## src/rtl/occupancy_bcd_counter.sv

```systemverilog
// Car-park occupancy counter: tracks enter/exit ticks up to CAPACITY and keeps
// a binary count alongside a three-digit BCD copy for the display.
module occupancy_bcd_counter #(
  parameter int CAPACITY = 99,
  parameter int CW       = 10
) (
  input  logic          clk,
  input  logic          reset,
  input  logic          inc,
  input  logic          dec,
  input  logic          clr,
  output logic [CW-1:0] cnt,
  output logic [3:0]    bcd2,
  output logic [3:0]    bcd1,
  output logic [3:0]    bcd0,
  output logic          full,
  output logic          empty,
  output logic          ovf_tick,
  output logic          unf_tick
);

  localparam logic [CW-1:0] CAP_C  = CW'(CAPACITY);
  localparam logic [CW-1:0] ONE_C  = CW'(1);
  localparam logic [CW-1:0] ZERO_C = CW'(0);

  // Ripple a +1 through the three digits, units first.
  function automatic logic [11:0] bcd_inc(input logic [11:0] v);
    logic [11:0] r;
    logic        carry;
    r     = v;
    carry = 1'b1;
    for (int i = 0; i < 3; i++) begin
      if (carry) begin
        if (v[4*i +: 4] == 4'd9) begin
          r[4*i +: 4] = 4'd0;
          carry       = 1'b1;
        end else begin
          r[4*i +: 4] = v[4*i +: 4] + 4'd1;
          carry       = 1'b0;
        end
      end else begin
        r[4*i +: 4] = v[4*i +: 4];
      end
    end
    return r;
  endfunction

  // Ripple a -1 through the three digits, units first.
  function automatic logic [11:0] bcd_dec(input logic [11:0] v);
    logic [11:0] r;
    logic        borrow;
    r      = v;
    borrow = 1'b1;
    for (int i = 0; i < 3; i++) begin
      if (borrow) begin
        if (v[4*i +: 4] == 4'd0) begin
          r[4*i +: 4] = 4'd9;
          borrow      = 1'b1;
        end else begin
          r[4*i +: 4] = v[4*i +: 4] - 4'd1;
          borrow      = 1'b0;
        end
      end else begin
        r[4*i +: 4] = v[4*i +: 4];
      end
    end
    return r;
  endfunction

  logic [CW-1:0] cnt_q, cnt_d;
  logic [11:0]   bcd_q, bcd_d;
  logic          full_q, full_d;
  logic          empty_q, empty_d;
  logic          ovf_q, ovf_d;
  logic          unf_q, unf_d;

  // Next-state: clear beats everything; simultaneous inc/dec cancels.
  always_comb begin
    cnt_d = cnt_q;
    bcd_d = bcd_q;
    ovf_d = 1'b0;
    unf_d = 1'b0;
    if (clr) begin
      cnt_d = ZERO_C;
      bcd_d = 12'd0;
    end else if (inc && !dec) begin
      if (cnt_q == CAP_C) begin
        ovf_d = 1'b1;
      end else begin
        cnt_d = cnt_q + ONE_C;
        bcd_d = bcd_inc(bcd_q);
      end
    end else if (dec && !inc) begin
      if (cnt_q == ZERO_C) begin
        unf_d = 1'b1;
      end else begin
        cnt_d = cnt_q - ONE_C;
        bcd_d = bcd_dec(bcd_q);
      end
    end else begin
      cnt_d = cnt_q;
      bcd_d = bcd_q;
    end
    // Flags decode the next count so they move together with cnt.
    full_d  = (cnt_d == CAP_C);
    empty_d = (cnt_d == ZERO_C);
  end

  // State and output registers.
  always_ff @(posedge clk or negedge reset) begin
    if (!reset) begin
      cnt_q   <= ZERO_C;
      bcd_q   <= 12'd0;
      full_q  <= 1'b0;
      empty_q <= 1'b1;
      ovf_q   <= 1'b0;
      unf_q   <= 1'b0;
    end else begin
      cnt_q   <= cnt_d;
      bcd_q   <= bcd_d;
      full_q  <= full_d;
      empty_q <= empty_d;
      ovf_q   <= ovf_d;
      unf_q   <= unf_d;
    end
  end

  assign cnt      = cnt_q;
  assign bcd2     = bcd_q[11:8];
  assign bcd1     = bcd_q[7:4];
  assign bcd0     = bcd_q[3:0];
  assign full     = full_q;
  assign empty    = empty_q;
  assign ovf_tick = ovf_q;
  assign unf_tick = unf_q;

endmodule
```

## config.mk

```make
export PLATFORM = sky130hd
export DESIGN_NAME = occupancy_bcd_counter
export DESIGN_NICKNAME = d
export VERILOG_FILES = /design/src/rtl/occupancy_bcd_counter.sv
export SDC_FILE = /design/constraint.sdc
export NUM_CORES = 1
export LEC_CHECK = 0
export ABC_AREA = 1
export BUFFER_PORTS_ARGS = -buffer_cell sky130_fd_sc_hd__buf_2
export CORE_MARGIN = 2
export CORE_UTILIZATION = 58
export CTS_CLUSTER_DIAMETER = 150
export DETAILED_ROUTE_END_ITERATION = 10
export GPL_TIMING_DRIVEN = 0
export HOLD_SLACK_MARGIN = 0.08
export PLACE_DENSITY = 0.9
export SLEW_MARGIN = 0
export SYNTH_ARGS = -nofsm -noshare
export SYNTH_HDL_FRONTEND = slang
export SYNTH_SLANG_ARGS = --single-unit
```

## constraint.sdc

```tcl
create_clock -name clk -period 2.1 [get_ports clk]
set_input_delay 0.63 -clock clk [delete_from_list [all_inputs] [get_ports clk]]
set_output_delay 0.63 -clock clk [all_outputs]
set_load 0.1 [all_outputs]
```

==> qor.yml <==
drive_above_1_share: 0.216
dp_hpwl_mm: 3.98
hold_viol: 0
post-route-period-util: 0.923
worstPathArrival_ps: 2150
grt_pass1_vias: 2005
ant_nets: 0
finalPower_mw: 3.05
clock_sinks: 26
yosysSeqAreaShare: 0.301
required_ps: 2310
track_usage: 0.269
cts_tree: "yes"
wl_per_cell_um: 12.9
internal_power_mw: 1.21
die_w_um: 65.1
synthToLayoutAreaGrowth_pct: 13.2
layout_min_cycle_time_ps: 1940
setup-tns-final_ps: 0
p_switching_mw: 1.84
min_path_type: "in2async"
grt_max_degree: 27
yosysUniqueCellTypes: 34
critical_path.max_fanout: 8
p_sw_frac: 0.603
setup_violations: 0
cts_made_buffers: 3
worst-r2r-cell-count: 12
ys_ff_latch: 26
via_count: 2205
cts_hold_buf: 0
rows: 22
peakVddDrop_v: 0.000601
htreeDepth: 1
grt_pass1_wl_mm: 8.91
cts-root-buf: "clkbuf_8"
r2r-start: "cnt[0]"
drc: 0
fin_area_mm2: 0.00245
critPathKind: "reg2reg"
syn_nets: 338
grt.overflow.total: 0
r2r-end: "bcd_q[10]"
worst_setup_path_start_kind: "register"
io_buffers: 30
clock_path_buffers: 2
vias_per_cell: 5.46
syn_inst: 322
power.share.clock: 0.114
start_util: 0.595
avgSynthCellArea_um2: 6.72
status: "finished clean"
leakagePower_nw: 1.32
yosys_warnings: 0
pwr-share-comb: 0.620
layout.nets: 373
firstDrtPassIters: 4
clkTransAtPathRegs_ps: 100
tightest_slew_ps: 620
drtIter0Drc: 221
relSlewSlack: 0.586
die_h_um: 65.1
cp-end-kind: "register"
r2r_setup_slack_ps: 160
power_frac_seq: 0.266
cts_resized: 0
timing.final.max_slew_violations: 0
clk_latency_ps: 280
rsz0062_at_grt: "no"
antenna_found_initial: 0
core_area_mm2: 0.00363
max_freq_ghz: 0.516
p_per_area_mw_per_mm2: 1250
clock-skew-final_ps: 4.60
place_area_mm2: 0.00239
maxCapViolCount: 0
drt-total-wl_mm: 5.20
cts_setup_buffers: 0
die_area_mm2: 0.00423
pin_count: 31
gp_congestion: 0.945
diodes: 0
syn-cell-area_mm2: 0.00216
power groups by stage:
stage	logic, mW	clock network, mW	registers, mW
floorplan	0.744	0	1.63
global placement	1.85	0	0.812
detailed placement	1.89	0	0.820
CTS	1.89	0.352	0.810
global route	2.06	0.366	0.838
finish	1.89	0.349	0.811
metrics by stage:
stage	setup slack, ps	cells	hold WS (ps)	utilization
final	161	404	347	0.674
after global routing	2.32	404	401	0.674
after floorplan	-0.883	322	334	-
after global placement	18.4	400	546	0.658
after detailed placement	5.57	400	552	0.658
after CTS	172	404	360	0.673
registers in the layout (all words and copies together), names as in the netlist:
signal,cells
ovf_tick,1
empty,1
unf_tick,1
full,1
bcd_q,12
cnt,10
worst max-delay path, stage by stage (launching register included):
cell	delay, ps
dfrtp_2	450
inv_1	140
ha_1	200
nand2_1	100
nor2_4	130
nand2_2	100
nand2_2	130
nand2_4	90
nor2_4	160
nor2_4	90
nand2_4	110
nor2_1	50
a21oi_1	110
worst max path at each step:
| stage | depth (start not counted) | start | end |
|---|---|---|---|
| after floorplan | 11 | cnt[3] | bcd_q[8] |
| after global placement | 13 | inc | full |
| after detailed placement | 13 | inc | full |
| after CTS | 14 | cnt[0] | full |
| after global routing | 12 | cnt[0] | empty |
| final | 12 | cnt[0] | bcd_q[10] |
cell families (layout without fill, tap and decap cells):
group | after synthesis | count (layout) | share of synthesized area
AND/OR/NAND/NOR | 183 | 183 | 0.406
buffers and inverters | 54 | 88 | 0.0983
AO/OA/AOI/OAI | 44 | 44 | 0.115
flip-flops | 26 | 26 | 0.301
adder cells (fa/ha/maj) | 11 | 11 | 0.0636
XOR/XNOR | 4 | 4 | 0.0162
synth_stat cells:
library cell   n  share of area
inv_1         45          0.078
a22oi_1        1         0.0035
inv_2          5         0.0087
nand3_2        1         0.0046
nor2_2         1         0.0029
nor4_1         1         0.0029
o21ai_0       22          0.051
ha_1          11          0.064
nand2_4        3          0.016
nor2_8         1         0.0093
nand2_2        7          0.020
inv_4          1         0.0029
dfstp_2        1          0.012
nor2_1        40          0.069
o31ai_1        1         0.0035
buf_6          1         0.0052
and2_1         1         0.0029
a31oi_1        3         0.0087
xnor2_1        1         0.0040
a32oi_1        2         0.0081
dfrtp_1       25           0.29
clkbuf_1       2         0.0035
nand2_1       69           0.12
xor2_1         3          0.012
a21oi_1        8          0.019
or2_2          1         0.0029
nor3_1         2         0.0046
o211ai_1       3          0.010
nand3b_1       1         0.0035
nor2_4         6          0.031
nand3_1       44           0.10
o21ai_1        1         0.0023
o22ai_1        3         0.0087
nand4_1        5          0.014
layer usage:
metal,track usage,routed length (µm),vias to the layer above
li1,-,-,1113
met1,0.376,2430,1021
met2,0.437,2420,66
met3,0.0313,286,5
met4,0.0833,72,0
met5,0,0,-
cells in the final DEF (no fill, tap or decap), types with 3 or more instances in the layout:
| cell type | n |
|---|---|
| ha_1 | 11 |
| o22ai_1 | 3 |
| dfrtp_2 | 14 |
| nand4_1 | 5 |
| inv_2 | 5 |
| dfrtp_1 | 11 |
| inv_1 | 45 |
| nand3_1 | 44 |
| nor2_4 | 6 |
| a21oi_1 | 8 |
| nand2_2 | 7 |
| a31oi_1 | 3 |
| clkbuf_8 | 4 |
| xor2_1 | 3 |
| buf_2 | 30 |
| o21ai_0 | 22 |
| nand2_1 | 69 |
| o211ai_1 | 3 |
| nor2_1 | 39 |
| nand2_4 | 3 |
final cells by class:
cell class,instances,area [µm²]
buffer,3,18.8
clock buffer,4,55.1
fill,317,1180
inverter,51,194
multi-input combinational,242,1300
sequential,26,669
tap,48,60.1
timing repair buffer,30,150
No activity file was read; power rests on OpenSTA's default activity.
